### src/rtl/multiplicador_secuencial.sv
// Iterative signed multiplier with a valid/ready handshake.
// The magnitudes of a and b are multiplied with one shift-add step per
// clock over N cycles. The sign is applied at the last step, and the single
// out-of-range result (min*min) is clamped so that the top two product bits
// always agree.
module multiplicador_secuencial #(
  parameter int N = 16
) (
  input  logic           clk,
  input  logic           reset,
  input  logic           in_valid,
  output logic           in_ready,
  input  logic [N-1:0]   a,
  input  logic [N-1:0]   b,
  output logic           out_valid,
  input  logic           out_ready,
  output logic [2*N-1:0] product
);

  localparam int CW = $clog2(N + 1);
  localparam logic [CW-1:0]  LAST    = CW'(N - 1);
  localparam logic [N-1:0]   ONE_N   = N'(1);
  localparam logic [2*N-1:0] ONE_2N  = (2*N)'(1);
  // Largest positive value whose top two bits agree: 2'b00 followed by all ones.
  localparam logic [2*N-1:0] SAT_POS = {2'b00, {(2*N-2){1'b1}}};

  typedef enum logic [1:0] {IDLE, BUSY, DONE} state_t;

  state_t           state_q, state_d;
  logic [2*N-1:0]   mcand_q, mcand_d;   // |a|, shifted left once per step
  logic [N-1:0]     mplier_q, mplier_d; // |b|, shifted right once per step
  logic             neg_q, neg_d;       // the result is negative
  logic [2*N-1:0]   acc_q, acc_d;
  logic [CW-1:0]    cnt_q, cnt_d;
  logic [2*N-1:0]   prod_q, prod_d;

  // Datapath helpers.
  logic [N-1:0]     mag_a, mag_b;
  logic [2*N-1:0]   acc_step, signed_res, final_res;

  // Magnitudes as N-bit unsigned values. -2^(N-1) maps to 2^(N-1), which still fits.
  always_comb begin
    mag_a = a[N-1] ? (~a + ONE_N) : a;
    mag_b = b[N-1] ? (~b + ONE_N) : b;
  end

  // One shift-add step, then the sign is applied and the min*min case is clamped.
  always_comb begin
    acc_step   = acc_q + (mplier_q[0] ? mcand_q : '0);
    signed_res = neg_q ? (~acc_step + ONE_2N) : acc_step;
    final_res  = (signed_res[2*N-1:2*N-2] == 2'b01) ? SAT_POS : signed_res;
  end

  // Next-state logic and datapath control for the three-state FSM.
  always_comb begin
    state_d  = state_q;
    mcand_d  = mcand_q;
    mplier_d = mplier_q;
    neg_d    = neg_q;
    acc_d    = acc_q;
    cnt_d    = cnt_q;
    prod_d   = prod_q;
    unique case (state_q)
      IDLE: begin
        if (in_valid) begin
          mcand_d  = {{N{1'b0}}, mag_a};
          mplier_d = mag_b;
          neg_d    = a[N-1] ^ b[N-1];
          acc_d    = '0;
          cnt_d    = '0;
          state_d  = BUSY;
        end
      end
      BUSY: begin
        acc_d    = acc_step;
        mcand_d  = mcand_q << 1;
        mplier_d = mplier_q >> 1;
        cnt_d    = cnt_q + CW'(1);
        if (cnt_q == LAST) begin
          prod_d  = final_res;
          state_d = DONE;
        end
      end
      DONE: begin
        if (out_ready) state_d = IDLE;
      end
      default: state_d = IDLE;
    endcase
  end

  // State and datapath registers. Reset aborts any operation in flight.
  always_ff @(posedge clk or posedge reset) begin
    if (reset) begin
      state_q  <= IDLE;
      mcand_q  <= '0;
      mplier_q <= '0;
      neg_q    <= 1'b0;
      acc_q    <= '0;
      cnt_q    <= '0;
      prod_q   <= '0;
    end else begin
      state_q  <= state_d;
      mcand_q  <= mcand_d;
      mplier_q <= mplier_d;
      neg_q    <= neg_d;
      acc_q    <= acc_d;
      cnt_q    <= cnt_d;
      prod_q   <= prod_d;
    end
  end

  // Both handshake outputs are decoded from the state register only.
  assign in_ready  = (state_q == IDLE);
  assign out_valid = (state_q == DONE);
  assign product   = prod_q;

endmodule

### config.mk
export PLATFORM = sky130hd
export DESIGN_NAME = multiplicador_secuencial
export DESIGN_NICKNAME = d
export VERILOG_FILES = /design/src/rtl/multiplicador_secuencial.sv
export SDC_FILE = /design/constraint.sdc
export NUM_CORES = 1
export LEC_CHECK = 0
export ABC_AREA = 1
export BUFFER_PORTS_ARGS = -buffer_cell sky130_fd_sc_hd__buf_4
export CORE_ASPECT_RATIO = 0.8
export CORE_MARGIN = 3
export CORE_UTILIZATION = 33
export CTS_CLUSTER_SIZE = 40
export DETAILED_ROUTE_END_ITERATION = 7
export GPL_ROUTABILITY_DRIVEN = 0
export SYNTH_ARGS = -nofsm -noshare
export SYNTH_HDL_FRONTEND = slang
export SYNTH_SLANG_ARGS = --single-unit
### constraint.sdc
create_clock -name clk -period 6 [get_ports clk]
set_clock_uncertainty 0.1 [all_clocks]
set_input_delay 0.6 -clock clk [delete_from_list [all_inputs] [get_ports clk]]
set_output_delay 0.6 -clock clk [all_outputs]
set_load 0.05 [all_outputs]
==> flow_summary.toml <==
[detailed_routing]
wl_per_cell_um = 14.25
drtIter0Drc = 649
drt_first_pass_iters = 5
final_antenna_net_count = 0
routed_wl_mm = 25.02
drc = 0
drt-vias-per-instance = 4.829
vias = 8479

[global_routing]
overflow = 0
track_usage_pct = 17.59
grt_pass1_vias = 8020
antenna_found_initial = 0
grt_pass1_wl_mm = 42.04
grt_max_degree = 77

[synth]
synth_seq_area_share_pct = 33.25
ys_top_cells_by_area = "dfrtp_1 (33%), nand2_1 (17%), inv_1 (8.1%), ha_1 (5.0%), o21ai_0 (4.3%)"
synth_top_cell_by_area = "dfrtp_1"
synth.top_cell.area_share_pct = 33.25
async_flop_share_pct = 100.0
synth_edf_count = 0
syn-instance-count = 1327
yosysWarnings = 0
yosysMostFrequentCell = "nand2_1"
synth_area_sq_um = 9032
syn-num-nets = 1400
yosys_register_bits = 120
synth_commonest_cells = "nand2_1 (416), inv_1 (195), dfrtp_1 (120)"
synthFlopType = "dfrtp_1"
yosysUniqueCellTypes = 44
syn_area_per_cell_sq_um = 6.807

[layout]
postLayoutCellArea_sq_um = 10500
area_growth_pct = 16.21
multi_input_area_sq_um = 5056
fin_nets = 1459
layout.area.seq_sq_um = 3003
drive_gt1_share_pct = 15.94
diodes = 0
fillers = 2782

[timing]
worstMarginPinSlew_ns = 0.9979
period_share_pct = 67.08
fin_setup_tns_ns = 0
hold_viol = 0
relSlewSlack_pct = 33.47
holdWs_ns = 0.1356
layout_min_cycle_time_ns = 4.025
setup_viol = 0
max_freq_mhz = 248.4
slew_viol_final = 0
final.setup.worst_slack_ns = 1.975
rsz0062_at_grt = "false"

[cts]
post-cts-setup-buffer-count = 0
cts_resized = 0
htreeDepth = 4
clk_pin_slew_ns = 0.06
clkLatencyLatePin_ns = 0.43
cts_hold_buf = 0
cts.path.max_buffers = 2
cts_tree = "yes"
cts_buffers = 17
clockRootBuffer = "clkbuf_16"
cts_num_sinks = 120

[worst_setup_path]
rrSetupSlack_ns = 1.98
cp-end-kind = "register"
critPathArrivalTime_ns = 4.27
cp_max_fo = 33
crit_required_ns = 6.24
start_kind = "register"
crit_type = "register to register"

[pwr]
leakagePower_nw = 5.563
power_density_nw_per_um2 = 593.9
ir_drop_uv = 349.1

[floorplanning]
die_h_um = 154.0
start_util_pct = 33.97
dieArea_sq_um = 29400
pin_count = 70
core_sq_um = 26590
die_x_um = 191.0
rows = 53

[place]
dpl_worst_slack_ns = 1.996
dp_hpwl_mm = 18.78
placed_cell_area_sq_um = 9908
numPortBuffers = 69

[hold_path]
min_path_type = "input port to async pin"

[run_status]
status = "finished clean"

[run]
cap_viol_max_count = 0
placed cells by master (no fill, tap or decap), drive strengths merged, types with 2 or more instances in the layout:
| cell type | n |
|---|---|
| nand2 | 427 |
| inv | 217 |
| dfrtp | 120 |
| nor2 | 99 |
| o21ai | 78 |
| buf | 77 |
| nand3 | 61 |
| a21oi | 43 |
| or2 | 37 |
| ha | 36 |
| a21boi | 28 |
| a22oi | 27 |
| xor2 | 25 |
| nor3 | 19 |
| clkbuf | 19 |
| o22ai | 16 |
| nand4 | 15 |
| clkinv | 10 |
| nand3b | 9 |
| xnor2 | 8 |
| o211ai | 4 |
| a32o | 3 |
| clkinvlp | 3 |
| a21o | 2 |
| o21a | 2 |
| nor3b | 2 |
| a22o | 2 |
| o31ai | 2 |
| bufinv | 2 |
power by group:
| group | switching [W] | internal (W) |
|---|---|---|
| Sequential | 0.000267 | 0.00119 |
| Clock | 0.000410 | 0.000626 |
| Combinational | 0.00253 | 0.00121 |
registers in the layout, indices dropped and copies added, names as in the netlist:
name      count
neg_q         1
mcand_q      32
product      32
acc_q        32
state_q       2
cnt_q         5
mplier_q     16
stage by stage:
| step | total power [W] | utilization (%) | cells |
|---|---|---|---|
| 6_report | 0.006234 | 39.47 | 1756 |
| 5_1_grt | 0.006800 | 39.47 | 1756 |
| 4_1_cts | 0.006234 | 39.47 | 1756 |
| 3_5_place_dp | 0.005156 | 37.26 | 1724 |
| 3_3_place_gp | 0.005124 | 37.26 | 1724 |
| 2_1_floorplan | 0.004218 | - | 1327 |
critical path, cell delays in order (launching register included):
cell and delay (ns):
dfrtp_1 0.32, buf_4 0.32, nand2_1 0.09, inv_1 0.07, ha_1 0.25, fa_1 0.45, inv_1 0.13, ha_1 0.19
inv_1 0.06, nor2_1 0.10, nand3_1 0.10, nor2_1 0.11, nand2_1 0.12, nor2_4 0.13, nand3_2 0.12, nor2_4 0.16
nand3_2 0.12, nand2_4 0.12, nand3_2 0.07, nand2_2 0.10, nand3_4 0.40, a21boi_2 0.27
per-layer routing:
metal / track usage [%] / vias to the layer above / part of all wire (%)
li1: - / 4328 / -
met3: 2.849 / 17 / 5.5
met1: 28.10 / 3955 / 54
met2: 24.19 / 179 / 39
met4: 4.366 / 0 / 0.98
met5: 0 / - / 0
cell type report:
cell class | instances | share of cell area [%]
Sequential cell | 120 | 28.61
Timing Repair Buffer | 77 | 5.507
Inverter | 219 | 7.856
Clock inverter | 13 | 1.383
Multi-Input combinational cell | 951 | 48.17
Tap cell | 357 | 4.256
Clock buffer | 19 | 4.220
worst paths after layout:
kind                               end  cells after the start   startpoint
hold reg to reg            product[31]                      2  product[31]
setup reg to reg           product[12]                     21  mplier_q[0]
max in group asynchronous    acc_q[18]                      3        reset
min in group clk            state_q[1]                      2    out_ready
setup / recovery           product[12]                     21  mplier_q[0]
hold / removal             mplier_q[6]                      2        reset
kinds of logic (layout without fill, tap and decap cells):
| logic type | count (synthesis) | after routing | share of synthesized area, % |
|---|---|---|---|
| compound gates | 209 | 209 | 15.06 |
| simple gates | 672 | 672 | 32.32 |
| flops | 120 | 120 | 33.25 |
| xor+xnor | 33 | 33 | 3.283 |
| buf+inv | 256 | 328 | 10.89 |
| fa+ha+maj | 37 | 37 | 5.208 |
Power figures use the tool's default switching activity.
